`src/rtl/tft_pkg.sv`:
```
// Shared definitions for the TFT draw arbiter: command layout, colours, FSM states.
package tft_pkg;

  localparam int CMD_W = 80;

  // Field positions inside a packed rectangle command.
  localparam int COLOR_LSB = 64;
  localparam int XS_LSB    = 48;
  localparam int YS_LSB    = 32;
  localparam int XE_LSB    = 16;
  localparam int YE_LSB    = 0;

  // RGB565 colours that come up often.
  localparam logic [15:0] BLACK = 16'h0000;
  localparam logic [15:0] WHITE = 16'hFFFF;

  // State encodings of the arbiter sequencer.
  localparam logic [2:0] ST_PWR_WAIT  = 3'd0;
  localparam logic [2:0] ST_INIT_WAIT = 3'd1;
  localparam logic [2:0] ST_IDLE      = 3'd2;
  localparam logic [2:0] ST_ISSUE     = 3'd3;
  localparam logic [2:0] ST_WAIT_DONE = 3'd4;

  typedef enum logic [2:0] {
    PWR_WAIT  = ST_PWR_WAIT,
    INIT_WAIT = ST_INIT_WAIT,
    IDLE      = ST_IDLE,
    ISSUE     = ST_ISSUE,
    WAIT_DONE = ST_WAIT_DONE
  } state_t;

  // Builds a rectangle command from its colour and corner coordinates.
  function automatic logic [CMD_W-1:0] make_cmd(input logic [15:0] color,
                                                 input logic [15:0] xs,
                                                 input logic [15:0] ys,
                                                 input logic [15:0] xe,
                                                 input logic [15:0] ye);
    logic [CMD_W-1:0] c;
    c = '0;
    c[COLOR_LSB +: 16] = color;
    c[XS_LSB +: 16]    = xs;
    c[YS_LSB +: 16]    = ys;
    c[XE_LSB +: 16]    = xe;
    c[YE_LSB +: 16]    = ye;
    return c;
  endfunction

endpackage

```
`src/rtl/tft_draw_arb_rr_pick.sv`:
```
// Combinational round-robin selector: first valid requester at or after ptr, wrapping.
module rr_pick #(
  parameter int NREQ  = 2,
  parameter int IDX_W = 1
) (
  input  logic [NREQ-1:0]  valid,
  input  logic [IDX_W-1:0] ptr,
  output logic [NREQ-1:0]  grant,
  output logic [IDX_W-1:0] index,
  output logic             any
);

  // Walk the requesters starting at ptr; the first one found valid wins.
  always_comb begin
    logic [IDX_W:0] cand;
    cand  = '0;
    grant = '0;
    index = '0;
    any   = 1'b0;
    for (int k = 0; k < NREQ; k++) begin
      cand = {1'b0, ptr} + (IDX_W + 1)'(k);
      if (cand >= (IDX_W + 1)'(NREQ)) begin
        cand = cand - (IDX_W + 1)'(NREQ);
      end
      if (!any && valid[cand[IDX_W-1:0]]) begin
        any                       = 1'b1;
        index                     = cand[IDX_W-1:0];
        grant[cand[IDX_W-1:0]]    = 1'b1;
      end
    end
  end

endmodule

```
`src/rtl/tft_draw_arb.sv`:
```
// Shares one tft_ctrl between several draw producers: panel bring-up, then
// round-robin grants of one rectangle command each, held until the controller finishes.
module tft_draw_arb #(
  parameter int NREQ      = 2,
  parameter int CMD_W     = 80,
  parameter int PWR_DLY_W = 16,
  parameter int TMO_W     = 20
) (
  input  logic                  clk,
  input  logic                  rst_n,
  input  logic [NREQ-1:0]       req_valid,
  input  logic [NREQ*CMD_W-1:0] req_cmd,
  output logic [NREQ-1:0]       req_ready,
  output logic [NREQ-1:0]       req_done,
  output logic                  tft_init,
  output logic                  tft_draw,
  input  logic                  tft_busy,
  input  logic                  tft_done,
  output logic [CMD_W-1:0]      tft_cmd,
  output logic                  ready,
  output logic                  tmo_err
);
  import tft_pkg::*;

  localparam int IDX_W = $clog2(NREQ);
  // Last counter value before the wait is declared lost: 2^TMO_W-1 waiting cycles in total.
  localparam logic [TMO_W-1:0] TMO_LAST = {TMO_W{1'b1}} - TMO_W'(1);

  state_t              state;
  logic [PWR_DLY_W-1:0] pwr_cnt;
  logic [TMO_W-1:0]    tmo_cnt;
  logic [IDX_W-1:0]    rr_ptr;
  logic [IDX_W-1:0]    grant_idx;
  logic [IDX_W-1:0]    pick_idx;
  logic [IDX_W-1:0]    next_ptr;
  logic [NREQ-1:0]     pick_grant;
  logic                pick_any;
  logic                accept;

  rr_pick #(
    .NREQ  (NREQ),
    .IDX_W (IDX_W)
  ) u_rr_pick (
    .valid (req_valid),
    .ptr   (rr_ptr),
    .grant (pick_grant),
    .index (pick_idx),
    .any   (pick_any)
  );

  // A grant is only offered from IDLE while the controller is free; the ready
  // acknowledge is combinational so the producer sees it in the accepting cycle.
  assign accept    = (state == IDLE) && !tft_busy && pick_any;
  assign req_ready = accept ? pick_grant : '0;
  assign next_ptr  = (pick_idx == IDX_W'(NREQ - 1)) ? '0 : pick_idx + IDX_W'(1);

  // Bring-up sequencing, grant latching and completion tracking.
  always_ff @(posedge clk or negedge rst_n) begin
    if (!rst_n) begin
      state     <= PWR_WAIT;
      pwr_cnt   <= '0;
      tmo_cnt   <= '0;
      rr_ptr    <= '0;
      grant_idx <= '0;
      tft_cmd   <= '0;
      tft_init  <= 1'b0;
      tft_draw  <= 1'b0;
      req_done  <= '0;
      ready     <= 1'b0;
      tmo_err   <= 1'b0;
    end else begin
      tft_init <= 1'b0;
      tft_draw <= 1'b0;
      req_done <= '0;
      case (state)
        PWR_WAIT: begin
          if (pwr_cnt == '1) begin
            tft_init <= 1'b1;
            state    <= INIT_WAIT;
          end else begin
            pwr_cnt <= pwr_cnt + PWR_DLY_W'(1);
          end
        end
        INIT_WAIT: begin
          if (tft_done) begin
            ready   <= 1'b1;
            tmo_cnt <= '0;
            state   <= IDLE;
          end else if (tmo_cnt == TMO_LAST) begin
            tmo_err <= 1'b1;
            ready   <= 1'b1;
            tmo_cnt <= '0;
            state   <= IDLE;
          end else begin
            tmo_cnt <= tmo_cnt + TMO_W'(1);
          end
        end
        IDLE: begin
          if (accept) begin
            tft_cmd   <= req_cmd[pick_idx*CMD_W +: CMD_W];
            grant_idx <= pick_idx;
            rr_ptr    <= next_ptr;
            tft_draw  <= 1'b1;
            state     <= ISSUE;
          end
        end
        ISSUE: begin
          state <= WAIT_DONE;
        end
        WAIT_DONE: begin
          if (tft_done || (tmo_cnt == TMO_LAST)) begin
            if (!tft_done) begin
              tmo_err <= 1'b1;
            end
            req_done[grant_idx] <= 1'b1;
            tmo_cnt             <= '0;
            state               <= IDLE;
          end else begin
            tmo_cnt <= tmo_cnt + TMO_W'(1);
          end
        end
        default: begin
          state <= PWR_WAIT;
        end
      endcase
    end
  end

endmodule

```
`config.mk`:
```
export PLATFORM = sky130hd
export DESIGN_NAME = tft_draw_arb
export DESIGN_NICKNAME = d
export VERILOG_FILES = /design/src/rtl/tft_pkg.sv /design/src/rtl/tft_draw_arb_rr_pick.sv /design/src/rtl/tft_draw_arb.sv
export SDC_FILE = /design/constraint.sdc
export NUM_CORES = 1
export LEC_CHECK = 0
export ABC_CLOCK_PERIOD_IN_PS = 3200
export BUFFER_PORTS_ARGS = -buffer_cell sky130_fd_sc_hd__buf_2
export CORE_MARGIN = 3
export CORE_UTILIZATION = 54
export CTS_BUF_LIST = sky130_fd_sc_hd__clkbuf_8
export DETAILED_ROUTE_END_ITERATION = 8
export PLACE_DENSITY = 0.95
export SLEW_MARGIN = 5
export SYNTH_ARGS = -nofsm -noshare
export SYNTH_HDL_FRONTEND = slang
export SYNTH_SLANG_ARGS = --single-unit
```
`constraint.sdc`:
```
create_clock -name clk -period 3.2 [get_ports clk]
set_input_delay 0.48 -clock clk [delete_from_list [all_inputs] [get_ports clk]]
set_output_delay 0.48 -clock clk [all_outputs]
set_load 0.1 [all_outputs]
```
==> metrics, run 1 <==
status=finished, final reports clean; DP Wirelength=12.0 mm; TritonRoute pass-1 iters=4; Die Ht=112 um; Most common cell on crit path=nor2_1; count of input and output buffers=253; Ys Warns=0; H-tree depth=4; final WL=16.1 mm; Comb pwr share=21.2%; Synth cell types=49; largest net degree at the start of global routing=162; Switching Fraction=34.0%; Internal Pwr Total=2.65 mW; root buf cell=clkbuf_8; Post-Syn Nets=776; Max Buffers Root-to-Sink=2; Mapped Area=6060 um^2; GR Util met3=5.54%; vias per inst=5.50; # Post-CTS Setup Buffers=0; total negative slack=0 ns; area fraction of the dominant cell type after synthesis=52.5%; Tot Pwr=4.01 mW; GR peak layer=met2; area of the die=12500 um^2; # clock sinks=127; Post-CTS Resized=0; GRT Util Overall=26.1%; Hold Path Class=in -> async; async set or reset register ratio after synthesis=100%; # Max-Cap Violations=0; Req. time, crit path=2.72 ns; first-pass GRT wire length=25.9 mm; Least-Margin Pin Slew=0.875 ns; CTS tree=yes; Final setup viols=0; sequential element share of the synthesized area=52.5%; total CTS buffers=17; clk slew on worst S/H paths=0.08 ns; Final Hold Viols=0; flops & latches, synth=127; element type at the critical path end=primary output; num rows=38; Crit Path Max Fanout=8; Via Count=5490; number of diodes=0; Top FF cell, synth=dfrtp_1; most frequent cells in the layout=buf_2, dfrtp_1, nand2_1; RSZ-0062 raised after global routing=false; final cycle utilization of the critical path=78.2%; CP Class=reg -> out; Final Max Tran Viols=0; cell count after synthesis=607; Post-CTS Hold Fix Bufs=0; Die Wd=112 um; Seq pwr share=42.4%; Rel. slew slack=41.6%; grt total ovfl=0; Initial Util=55.6%; WP data arrival=2.02 ns; Final nets=1014; Clock Latency Late Sink=0.42 ns; CP max-delay cell=buf_2; min Tclk post-route=2.50 ns; Leak Pwr=4.29 nW; DRC=0; IO Pins=254; grt met2 use=44.2%; met1 GRT Util=32.3%; initial antenna violation count=0; Post-DRT Antenna Nets=0; Clk pwr share=36.4%; critical path's largest stage delay=0.47 ns; clk_skew=0.0122 ns; switching power=1.37 mW; vias in the first global route=5245; syn avg cell area=9.98 um^2; Area Growth Syn to Fin=28.9%; layout cells sized above 1=35.0%; GPL Wtd Cong=0.895; Core Footprint=10900 um^2; post-synth top area cell=dfrtp_1; Post-synth EDFFs=0; initial detailed-routing violation count=445; synth top area cells=dfrtp_1, mux2i_1, o21ai_0; f_max=399 MHz; CP startpoint kind=flip-flop; worst path cell trace=nor2_1, nand2_1, or2_4, nor2_1, buf_2; most common cell after layout, fill and taps aside=buf_2; Cell Pwr Density=514 nW/um^2; worst vdd ir=0.304 mV; average wire per standard cell=16.2 um
-- power groups by stage --
stage          sequential, mW  clock, mW  combinational (mW)
6_report                 1.70       1.46               0.853
5_1_grt                  1.71       1.57               0.897
4_1_cts                  1.70       1.49               0.859
3_5_place_dp             1.73          0               0.858
3_3_place_gp             1.73          0               0.843
2_1_floorplan            2.18          0               0.147
-- cells in the mapped netlist (all sizes together) (2+ instances only) --
master  instances
nand3b          2
ha              3
nand2         116
a211oi          2
nand3          23
a22o            2
nand4          18
nor4            2
dfrtp         127
and3            3
or2             2
and4            5
a31oi           2
mux2i          82
xor2            3
nor3           11
buf            16
nor2           19
or3             2
mux2            2
o21bai          2
clkbuf         21
xnor2          10
inv             8
o311ai          3
a21o            3
a21oi          18
o21ai          89
-- worst max-delay path: cells and delay by family, from the launching register on --
kind	cells	cell delay, ns
DFF	1	0.46
and+or+nand+nor	4	0.66
buffers and inverters	1	0.47
-- per-stage QoR --
stage | utilization [%] | instances | hold slack (ns) | worst slack, ns | cell area [um^2]
after floorplan | - | 607 | 0.184 | 0.198 | 6060
after global placement | 67.8 | 966 | 0.452 | 1.07 | 7390
after detailed placement | 67.8 | 966 | 0.459 | 1.03 | 7390
after CTS | 71.7 | 998 | 0.188 | 0.668 | 7810
after global routing | 71.7 | 998 | 0.225 | 0.574 | 7810
final | 71.7 | 998 | 0.169 | 0.696 | 7810
-- sequential cells by signal, summed over array words and instances, names as in the netlist --
signal,flops
grant_idx,1
pwr_cnt,16
ready,1
req_done,2
rr_ptr,1
state,3
tft_cmd,80
tft_draw,1
tft_init,1
tmo_cnt,20
tmo_err,1
-- metal layers --
layer | vias up | share of wire, % | routed length (um)
li1 | 2617 | - | -
met1 | 2620 | 40 | 6480
met2 | 214 | 51 | 8220
met3 | 39 | 5.4 | 872
met4 | 0 | 3.6 | 574
met5 | - | 0 | 0
-- final cells by class --
class / instances / area [um^2]
multi-input combinational: 434 / 2670
sequential: 127 / 3180
clock buffer: 17 / 234
timing repair buffer: 257 / 1340
tap: 140 / 175
inverter: 8 / 30.0
fill: 820 / 3080
clock inverter: 15 / 185
-- cells by family (layout without fill, tap and decap cells) --
group           Yosys count  count (layout)  share of synthesized area, %
fa+ha+maj                 3               3                         0.620
simple gates            208             208                          15.9
xor+xnor                 13              13                          1.88
compound gates          126             126                          11.4
mux                      84              84                          14.0
buf+inv                  46             297                          3.72
flops                   127             127                          52.5
-- path summary, 6_finish.rpt --
| path | cells past startpoint | to | slack [ns] | from |
|---|---|---|---|---|
| setup / recovery | 5 | req_ready[1] | 0.70 | state[0] |
| hold / removal | 1 | tft_cmd[15] | 0.17 | rst_n |
| setup reg to reg | 7 | tmo_cnt[17] | 1.03 | tmo_cnt[0] |
| hold reg to reg | 1 | pwr_cnt[8] | 0.47 | pwr_cnt[8] |
| max in group asynchronous | 2 | tft_cmd[40] | 2.27 | rst_n |
| min in group clk | 3 | tft_cmd[47] | 0.33 | req_cmd[127] |
Power figures use the tool's default switching activity.
==> run 2, diff against run 1 <==
--- a/config.mk
+++ b/config.mk
@@ -5,13 +5,13 @@
 export SDC_FILE = /design/constraint.sdc
 export NUM_CORES = 1
 export LEC_CHECK = 0
-export ABC_CLOCK_PERIOD_IN_PS = 3200
+export ABC_CLOCK_PERIOD_IN_PS = 2300
 export BUFFER_PORTS_ARGS = -buffer_cell sky130_fd_sc_hd__buf_2
 export CORE_MARGIN = 3
-export CORE_UTILIZATION = 54
+export CORE_UTILIZATION = 45
 export CTS_BUF_LIST = sky130_fd_sc_hd__clkbuf_8
 export DETAILED_ROUTE_END_ITERATION = 8
-export PLACE_DENSITY = 0.95
+export PLACE_DENSITY = 0.87
 export SLEW_MARGIN = 5
 export SYNTH_ARGS = -nofsm -noshare
 export SYNTH_HDL_FRONTEND = slang
==> constraint.sdc (replaced) <==
create_clock -name clk -period 2.3 [get_ports clk]
set_input_delay 0.345 -clock clk [delete_from_list [all_inputs] [get_ports clk]]
set_output_delay 0.345 -clock clk [all_outputs]
set_load 0.1 [all_outputs]
==> metrics, run 2 (synthesis gave the netlist of run 1 again) <==
status=finished, violations left; failing checks=hold timing; final cycle utilization of the critical path=94.9%; number of diodes=0; average wire per standard cell=14.8 um; multi-input logic area=2680 um^2; # Max-Cap Violations=0; first-pass GRT wire length=24.1 mm; critical path's largest stage delay=0.43 ns; GRT Util Overall=20.7%; DP Wirelength=11.5 mm; most frequent cells in the layout=buf_2, dfrtp_1, nand2_1; largest net degree at the start of global routing=150; Crit Path Max Fanout=14; Core Footprint=12900 um^2; GPL Wtd Cong=0.890; count of input and output buffers=253; Storage cell area=3180 um^2; vias per inst=5.06; initial detailed-routing violation count=366; IO Pins=254; Area Growth Syn to Fin=31.2%; TritonRoute pass-1 iters=4; Cell Pwr Density=698 nW/um^2; num rows=41; vias in the first global route=4972; CP Class=reg -> out; WP data arrival=1.84 ns; worst path cell trace=nor2_1, nand2_1, or2_4, buf_4, nor2_4, buf_12; f_max=458 MHz; Final setup viols=0; CTS tree=yes; Die Wd=122 um; clk_skew=0.0143 ns; Post-DRT Antenna Nets=0; Initial Util=47.0%; total CTS buffers=17; Leak Pwr=4.32 nW; final core occ=61.7%; Max Buffers Root-to-Sink=2; area of the die=14900 um^2; element type at the critical path end=primary output; # clock sinks=127; Least-Margin Pin Slew=0.724 ns; Final nets=1022; Fillers=1108; Via Count=5248; Hold Worst Slack=-0.0525 ns; root buf cell=clkbuf_8; min Tclk post-route=2.18 ns; CP max-delay cell=dfrtp_2; Die Ht=122 um; biggest regs=tft_cmd x80, tmo_cnt x20, pwr_cnt x16; clk slew on worst S/H paths=0.07 ns; grt total ovfl=0; Hold Path Class=in -> async; most common cell after layout, fill and taps aside=buf_2; Final Hold Viols=19; CP startpoint kind=flip-flop; H-tree depth=4; final WL=15.3 mm; reg2reg setup slack=0.23 ns; Req. time, crit path=1.96 ns; initial antenna violation count=0; Clock Latency Late Sink=0.45 ns; worst vdd ir=0.458 mV; Largest Register=tft_cmd; Post-CTS Hold Fix Bufs=0; Rel. slew slack=51.8%; Final Max Tran Viols=0; max reg flops=80; DRC=0; layout cells sized above 1=36.3%
[run 2: final cells by class]
type | count | area share (%)
clock buffer | 18 | 3.12
clock inverter | 14 | 2.11
inverter | 8 | 0.378
multi-input combinational | 434 | 33.7
sequential | 127 | 40.0
tap | 172 | 2.71
timing repair buffer | 265 | 18.0
[run 2: routing by layer]
metal  wire length, um  up-vias  track usage [%]  part of all wire (%)
met5                 0        -                0                     0
met1              6340     2417             25.8                    41
met2              7710      180             34.3                    50
li1                  -     2628                -                     -
met4               333        0             8.26                   2.2
met3               950       23             5.52                   6.2
[run 2: worst max-delay path: cells and delay by family (launching register included)]
| family | cells | cell delay, ns |
|---|---|---|
| flip-flops | 1 | 0.43 |
| buffers and inverters | 2 | 0.38 |
| AND/OR/NAND/NOR | 4 | 0.58 |
[run 2: stage by stage]
stage,total power [mW],worst slack [ns],area (um^2),setup TNS [ns],instances
finish,5.54,0.116,7940,0,1038
global route,5.78,-0.00705,7940,-0.0119,1038
CTS,5.62,0.0111,7910,0,1034
detailed placement,3.60,0.259,7490,0,1002
global placement,3.58,0.336,7490,0,1002
floorplan,3.24,-0.0778,6060,-0.0778,607
[run 2: worst paths after layout]
check | start | cells after the start | endpoint
setup / recovery | state[2] | 6 | req_ready[1]
hold / removal | rst_n | 2 | tmo_cnt[17]
setup reg to reg | tmo_cnt[0] | 8 | ready
hold reg to reg | grant_idx | 1 | req_done[0]
max in group asynchronous | rst_n | 2 | state[2]
min in group clk | tft_done | 2 | tmo_cnt[19]
[run 2: what timing repair did]
item,in CTS,in global routing
endpoints found under the setup margin,2,2
setup buffers,0,4
pin swaps,0,1
resized for setup,2,2
[run 2: where the power goes]
group / switching [mW] / internal, mW / total (mW)
combinational: 0.897 / 0.277 / 1.17
clock: 0.907 / 1.10 / 2.00
sequential: 0.0478 / 2.32 / 2.37
